**config.mk**
```make
export PLATFORM = sky130hd
export DESIGN_NAME = sr_flag_arbiter
export DESIGN_NICKNAME = d
export VERILOG_FILES = /design/src/rtl/sr_flag_arbiter_pkg.sv /design/src/rtl/sr_flag_arbiter_rr_arbiter.sv /design/src/rtl/sr_flag_arbiter.sv
export SDC_FILE = /design/constraint.sdc
export NUM_CORES = 1
export LEC_CHECK = 0
export BUFFER_PORTS_ARGS = -buffer_cell sky130_fd_sc_hd__clkbuf_2
export CAP_MARGIN = 20
export CORE_AREA = 2 2 65 67
export CTS_BUF_LIST = sky130_fd_sc_hd__clkbuf_8
export CTS_CLUSTER_SIZE = 16
export DETAILED_ROUTE_END_ITERATION = 16
export DIE_AREA = 0 0 67 69
export SYNTH_ARGS = -nofsm -noshare
export SYNTH_HDL_FRONTEND = slang
export SYNTH_SLANG_ARGS = --single-unit
```
**constraint.sdc**
```tcl
create_clock -name clk -period 4.8 [get_ports clk]
set_input_delay 0.96 -clock clk [delete_from_list [all_inputs] [get_ports clk]]
set_output_delay 0.96 -clock clk [all_outputs]
set_load 0.005 [all_outputs]
```
**src/rtl/sr_flag_arbiter_pkg.sv**
```systemverilog
// sr_flag_arbiter_pkg: shared definitions for the SR flag arbiter and its sub-blocks.
// Latency: n/a (constants, types and a helper function only).
// Backpressure: n/a.
package sr_flag_arbiter_pkg;

  // sr_flip command encodings {s,r}; 2'b11 is deliberately absent.
  localparam logic [1:0] SR_HOLD = 2'b00;
  localparam logic [1:0] SR_SET  = 2'b10;
  localparam logic [1:0] SR_RST  = 2'b01;

  typedef enum logic [1:0] {
    ST_IDLE   = 2'd0,
    ST_DRIVE  = 2'd1,
    ST_VERIFY = 2'd2
  } state_e;

  // Only two commands can ever be produced, so 2'b11 cannot be generated.
  function automatic logic [1:0] sr_cmd(input logic target);
    return target ? SR_SET : SR_RST;
  endfunction

endpackage

```
**src/rtl/sr_flag_arbiter_rr_arbiter.sv**
```systemverilog
// rr_arbiter: combinational round-robin pick of the first asserted req at or after ptr.
// Latency: 0 cycles (pure combinational).
// Backpressure: none; the caller decides when to consume the grant.
// Ports: req[N] requests, ptr start position (< N), grant one-hot, grant_id binary index.
module rr_arbiter #(
  parameter int N  = 4,
  parameter int PW = (N > 1) ? $clog2(N) : 1
) (
  input  logic [N-1:0]  req,
  input  logic [PW-1:0] ptr,
  output logic [N-1:0]  grant,
  output logic [PW-1:0] grant_id
);

  localparam logic [PW:0] NW = (PW+1)'(N);

  logic [PW:0] idx;
  logic        found;

  // Walk the ring starting at ptr; the extra bit in idx absorbs ptr+i before wrapping,
  // so non-power-of-2 N never produces an index >= N.
  always_comb begin
    grant    = '0;
    grant_id = '0;
    found    = 1'b0;
    idx      = '0;
    for (int i = 0; i < N; i++) begin
      idx = {1'b0, ptr} + (PW+1)'(i);
      if (idx >= NW) begin
        idx = idx - NW;
      end
      if (!found && req[idx[PW-1:0]]) begin
        found                = 1'b1;
        grant[idx[PW-1:0]]   = 1'b1;
        grant_id             = idx[PW-1:0];
      end
    end
  end

endmodule

```
**src/rtl/sr_flag_arbiter.sv**
```systemverilog
// sr_flag_arbiter: shares one external SR flop between NREQ requesters, round-robin, one op at a time.
// Latency: req->done HOLD_CYC+2 cycles when the flop is driven, 2 cycles when the op is skipped (q already at target).
// Backpressure: requesters hold req until their done pulse; non-owners wait (ignored) until the block is IDLE.
// Ports: clk, rst (async active-high); req/op per requester; q from the flop;
//        sr_out {s,r} to the flop; gnt one-hot owner; done one-hot pulse; err pulse with done; busy.
module sr_flag_arbiter
  import sr_flag_arbiter_pkg::*;
#(
  parameter int NREQ     = 4,
  parameter int HOLD_CYC = 1,
  parameter int SKIP_NOP = 1
) (
  input  logic            clk,
  input  logic            rst,
  input  logic [NREQ-1:0] req,
  input  logic [NREQ-1:0] op,
  input  logic            q,
  output logic [1:0]      sr_out,
  output logic [NREQ-1:0] gnt,
  output logic [NREQ-1:0] done,
  output logic            err,
  output logic            busy
);

  localparam int            PW       = (NREQ > 1) ? $clog2(NREQ) : 1;
  localparam logic [3:0]    CNT_LOAD = 4'(HOLD_CYC - 1);
  localparam logic [PW-1:0] LAST_ID  = PW'(NREQ - 1);

  state_e          state_q,  state_d;
  logic [PW-1:0]   ptr_q,    ptr_d;
  logic [PW-1:0]   id_q,     id_d;
  logic            target_q, target_d;
  logic [3:0]      cnt_q,    cnt_d;
  logic [1:0]      sr_out_q, sr_out_d;
  logic [NREQ-1:0] gnt_q,    gnt_d;
  logic [NREQ-1:0] done_q,   done_d;
  logic            err_q,    err_d;

  logic [NREQ-1:0] arb_gnt;
  logic [PW-1:0]   arb_id;

  rr_arbiter #(.N(NREQ), .PW(PW)) u_rr (
    .req      (req),
    .ptr      (ptr_q),
    .grant    (arb_gnt),
    .grant_id (arb_id)
  );

  always_comb begin
    state_d  = state_q;
    ptr_d    = ptr_q;
    id_d     = id_q;
    target_d = target_q;
    cnt_d    = cnt_q;
    sr_out_d = sr_out_q;
    gnt_d    = gnt_q;
    done_d   = '0;
    err_d    = 1'b0;

    case (state_q)
      ST_IDLE: begin
        sr_out_d = SR_HOLD;
        gnt_d    = '0;
        if (|req) begin
          id_d     = arb_id;
          target_d = op[arb_id];
          gnt_d    = arb_gnt;
          if ((SKIP_NOP != 0) && (q == op[arb_id])) begin
            state_d = ST_VERIFY;
          end else begin
            state_d  = ST_DRIVE;
            sr_out_d = sr_cmd(op[arb_id]);
            cnt_d    = CNT_LOAD;
          end
        end
      end

      ST_DRIVE: begin
        // The command was loaded on DRIVE entry, so cnt==0 here means the HOLD_CYC-th edge is next.
        if (cnt_q == 4'd0) begin
          state_d  = ST_VERIFY;
          sr_out_d = SR_HOLD;
        end else begin
          cnt_d = cnt_q - 4'd1;
        end
      end

      ST_VERIFY: begin
        // gnt_q already holds the owner's one-hot, reuse it for the done pulse.
        done_d   = gnt_q;
        err_d    = (q != target_q);
        gnt_d    = '0;
        sr_out_d = SR_HOLD;
        ptr_d    = (id_q == LAST_ID) ? '0 : id_q + PW'(1);
        state_d  = ST_IDLE;
      end

      default: begin
        state_d  = ST_IDLE;
        sr_out_d = SR_HOLD;
        gnt_d    = '0;
      end
    endcase
  end

  always_ff @(posedge clk or posedge rst) begin
    if (rst) begin
      state_q  <= ST_IDLE;
      ptr_q    <= '0;
      id_q     <= '0;
      target_q <= 1'b0;
      cnt_q    <= '0;
      sr_out_q <= SR_HOLD;
      gnt_q    <= '0;
      done_q   <= '0;
      err_q    <= 1'b0;
    end else begin
      state_q  <= state_d;
      ptr_q    <= ptr_d;
      id_q     <= id_d;
      target_q <= target_d;
      cnt_q    <= cnt_d;
      sr_out_q <= sr_out_d;
      gnt_q    <= gnt_d;
      done_q   <= done_d;
      err_q    <= err_d;
    end
  end

  assign sr_out = sr_out_q;
  assign gnt    = gnt_q;
  assign done   = done_q;
  assign err    = err_q;
  assign busy   = (state_q != ST_IDLE);

endmodule

```
-- Yosys cells after proc, flatten, opt, wreduce, memory -nomap -nowiden
Index checks and enable logic that the tools add are counted.
- word-level logic and storage cells: 112
- flip-flop bits (word level): 22
- bits of input ports: 11
- output and inout port bits: 12
- bitwise gates (word level): 3
- magnitude comparators: 13
- equal/unequal tests: 9
- $add $sub $neg: 9
- reductions and logical operators: 18
- mux-type cells: 51
- operators with widths (kind ; count):
    4-bit two-way mux ; 9
    2-bit two-way mux ; 16
    4-bit case mux with 2 select lines ; 2
    2-bit by 3-bit < comparator with 1-bit output (second input constant) ; 5
    1-bit two-way mux ; 13
    4-bit bitwise OR ; 3
    1-bit binary-select mux with 2-bit select ; 5
    3-bit >= comparator (second input constant) ; 3
    1-bit demux with 2-bit select ; 4
    2-bit by 1-bit >= comparator with 1-bit output (second input constant) ; 4
    2-bit inequality test (second input constant) ; 4
    2-bit case mux with 2 select lines ; 2
    2-bit by 1-bit subtractor with 2-bit output (second input constant) ; 4
    1-bit logical AND ; 7
    2-bit by 2-bit adder with 3-bit output (second input constant) ; 2
    2-bit == test (second input constant) ; 2
    4-bit zero test ; 1
    2-bit AND reduction ; 2
    4-bit AND reduction ; 1
    2-bit nonzero test ; 2
    4-bit OR reduction ; 1
    4-bit by 1-bit subtractor with 4-bit output (second input constant) ; 1
    2-bit by 1-bit adder with 3-bit output (second input constant) ; 1
    2-bit by 3-bit >= comparator with 1-bit output (second input constant) ; 1
    other kinds (6) ; 8

-- Logic depth before layout (Yosys ltp)
- word-level depth: 20
- depth in mapped cells: 14
- depth with buffers taken out: 11

-- Hierarchy
From an unflattened synthesis, not the netlist that was laid out.
- cells, all modules: 145
- area, all modules: 1519.0 um^2
- modules (own cells, without submodules) (module ; cells each ; times used ; area an instance (um^2)):
    sr_flag_arbiter ; 80 ; 1 ; 1029.7
    rr_arbiter ; 65 ; 1 ; 489.2

-- Least setup slack after synthesis
Ideal clock, no wire load.
- kind: register to register
- start point: register ptr_q[1]
- end point: register cnt_q[0]
- arrival: 3.497 ns
- path slack: 1.163 ns
- data required time: 4.661 ns
- clock period less this slack: 3.637 ns
- cell stages (with the launch flop): 13
- cells stage by stage: dfrtp_1 -> clkbuf_1 -> inv_1 -> ha_1 -> buf_2 -> mux4_4 -> nor3_1 -> and3_1 -> o21a_1 -> mux2_4 -> ha_1 -> o21ai_0 -> mux2i_1
- longest elaborated chain between the ends: 19
- elaborated cells on any way between the ends: 41
- those cells by class: add/sub: 7; order compare: 4; eq/ne: 2; mux: 21; reduce/logical: 7
- RTL lines (element ; line ; text):
    start, declared ; sr_flag_arbiter.sv:30 ; logic [PW-1:0] ptr_q, ptr_d;
    start signal, assigned ; sr_flag_arbiter.sv:119 ; ptr_q <= ptr_d;
    parallel branches: the longest is 13 deep, another holds 2-bit by 1-bit adder with 3-bit output ; n/a ;
    2-bit two-way mux * ; sr_flag_arbiter_rr_arbiter.sv:32 ; if (!found && req[idx[PW-1:0]]) begin
    1-bit binary-select mux with 2-bit select * ; sr_flag_arbiter.sv:68 ; if ((SKIP_NOP != 0) && (q == op[arb_id])) begin
    1-bit two-way mux (not written as such) * ; sr_flag_arbiter.sv:68 ;
    1-bit == test * ; sr_flag_arbiter.sv:68 ;
    2-bit inequality test (no source line) * ; n/a ;
    4-bit AND reduction (no source line) * ; n/a ;
    end signal, assigned ; sr_flag_arbiter.sv:122 ; cnt_q <= cnt_d;
    end, declared ; sr_flag_arbiter.sv:33 ; logic [3:0] cnt_q, cnt_d;
Mark *: on every way between the ends. The select of a mux whose other input is x is not followed.
A chain may end at the register's enable or synchronous reset.

-- Worst setup path after layout
Ends and elaborated chain as after synthesis.

==> out/results.ini <==
[grt]
antenna_found_initial = 0
grt_pass1_wl_um = 5470
grt_max_degree = 23
first_global_vias = 1160
grtUsageTotal = 0.153
grt_overflow_total = 0

[critical_path]
cpMaxStageDelayCell = mux4_4
cp-end-kind = register
rrSetupSlack_ps = 890
critPathMostFrequentCell = ha_1
critPathLaunchType = register
worstPathCellList = inv_1 -> ha_1 -> mux4_4 -> nor3_1 -> and3_1 -> o21a_1 -> mux2_4 -> ha_1 -> o21ai_0 -> mux2i_1
cp.arrival_ps = 4040
crit_buf_inv = 1
worst_ep_required_time_ps = 4930
cp_max_fo = 11
slowest_delay_ps = 770
cp_top_family = multiplexers
critPathKind = reg2reg

[power]
leakagePower_nw = 0.797
pwr-share-seq = 0.273
switching_share = 0.429
p_sw_w = 0.000483
power_frac_comb = 0.610
p_clk_frac = 0.117
ir_drop_uv = 292
intPower_w = 0.000643
p_per_area_mw_per_mm2 = 665

[logic_synthesis]
synth-seq-cells = 22
synth.top_cell.area_share = 0.364
synth_edf_count = 0
ys_async_sr_fraction = 1.00
seq_area_frac_synth = 0.364
syn_nets = 178
synth.distinct_cells = 45
yosys_warnings = 0
synth.cell_area_mm2 = 0.00151
synth.most_common_cell = dfrtp_1
synthTopCellsByArea = dfrtp_1 (36%), ha_1 (9.1%), nor2_1 (4.2%)
netlist_instances = 156
synthTopCellsByCount = dfrtp_1 (22), nor2_1 (17), nand2_1 (12), ha_1 (11), o21ai_0 (10)
post-synth-top-area-cell = dfrtp_1
synth_ff_type = dfrtp_1
avgSynthCellArea_um2 = 9.69

[detailed_routing]
drc = 0
ant_nets = 0
first_pass_iters = 5
first_iter_violations = 67
wl_per_cell_um = 14.4
vias = 1234
routed_wl_um = 3220
via_per_inst = 5.51

[clock_network]
htree_levels = 1
clockBufferDepth = 2
path_clk_slew_ps = 80
cts_tree = done
clkLatencyLatePin_ps = 260
cts_hold_buf = 0
numCtsBuffers = 3
ctsResizeCount = 0
cts_setup_buffers = 0
clock_sinks = 22
root_buffer = clkbuf_8

[placed_design]
post-dp-hpwl_um = 2470
portBuffers = 22
gp_congestion = 0.816

[final_layout]
fill_cells = 414
regArea_um2 = 551
multi_input_area_um2 = 877
num_antenna_cells = 0
drive_gt1_frac = 0.218
syn_to_final_growth_pct = 12.0
nets = 197

[floorplanning]
fp-row-count = 23
core_area_mm2 = 0.00391
start_util = 0.386
die_width_um = 67
die_h_um = 69
ioPinCount = 23
die_area_mm2 = 0.00462

[sta]
setup_viol = 0
whs_ps = 504
fin_skew_ps = 2.76
finalHoldViolations = 0
rsz0062_at_grt = no
min_period_ps = 3910
drv_slew = 0
finalSetupTns_ps = 0
fmax_mhz = 256
relSlewSlack = 0.448
period_share = 0.815
tightest_slew_ps = 828

[min_path]
hold_path_class = reg2reg

[flow_run]
cap_violations = 0

[outcome]
status = finished, final reports clean

==> metal layers <==
layer | part of all wire | vias to the layer above | track usage
met4 | 0.030 | 0 | 0.0794
met5 | 0 | - | 0
li1 | - | 599 | -
met2 | 0.48 | 32 | 0.246
met1 | 0.44 | 595 | 0.195
met3 | 0.039 | 8 | 0.0212
==> logic make-up (layout without fill, tap and decap cells) <==
kind of cell / count (synthesis) / in the layout / synth area share
compound gates: 39 / 39 / 0.182
xor+xnor: 3 / 3 / 0.0174
fa+ha+maj: 11 / 11 / 0.0911
buf+inv: 17 / 35 / 0.0555
flops: 22 / 22 / 0.364
mux: 12 / 12 / 0.119
simple gates: 52 / 52 / 0.171
==> power by group through the flow <==
stage          combinational [W]  clock (W)  sequential, W
2_1_floorplan           0.000546          0       0.000302
3_3_place_gp            0.000660          0       0.000308
3_5_place_dp            0.000683          0       0.000313
4_1_cts                 0.000688   0.000136       0.000309
5_1_grt                 0.000768   0.000144       0.000318
6_report                0.000686   0.000132       0.000308
==> final timing paths <==
check | endpoint | cells past startpoint | from
setup / recovery | cnt_q[0] | 10 | ptr_q[1]
max in group asynchronous | done[3] | 2 | rst
min in group asynchronous | id_q[1] | 2 | rst
hold / removal | cnt_q[0] | 1 | cnt_q[0]
hold reg to reg | cnt_q[0] | 1 | cnt_q[0]
setup reg to reg | cnt_q[0] | 10 | ptr_q[1]
==> registers in the layout (all words and copies together) (netlist names) <==
signal	count
done	4
err	1
gnt	4
state_q	2
ptr_q	2
sr_out	2
target_q	1
cnt_q	4
id_q	2
==> worst reg2reg max path, cell delays in order (launching register included) <==
cell and delay (ps):
dfrtp_1 530, inv_1 150, ha_1 510, mux4_4 770, nor3_1 240, and3_1 280
o21a_1 200, mux2_4 330, ha_1 310, o21ai_0 340, mux2i_1 130
==> layout make-up <==
cell class                 count  area share
multi-input combinational    117       0.518
tap                           50      0.0370
clock buffer                   4      0.0325
inverter                       8      0.0177
sequential                    22       0.325
timing repair buffer          23      0.0695
==> per-stage QoR <==
stage | setup slack (ps) | utilization | power [W] | std cells | area [µm²]
final | 889 | 0.433 | 0.00113 | 224 | 1690
after global routing | 648 | 0.433 | 0.00123 | 224 | 1690
after CTS | 858 | 0.433 | 0.00113 | 224 | 1690
after detailed placement | 860 | 0.418 | 0.000995 | 220 | 1640
after global placement | 1030 | 0.418 | 0.000968 | 220 | 1640
after floorplan | 1160 | - | 0.000847 | 156 | 1510
==> cells in the final DEF (no fill, tap or decap), types with 4 or more instances in the layout <==
master    instances
dfrtp_1          22
clkbuf_2         22
nor2_1           17
nand2_1          12
ha_1             11
o21ai_0          10
inv_1             8
a21oi_1           5
mux2_2            5
nor2b_1           5
a221oi_1          5
nand2b_1          4
a22oi_1           4
and2_1            4
clkbuf_8          4
No activity file was read; power rests on OpenSTA's default activity.
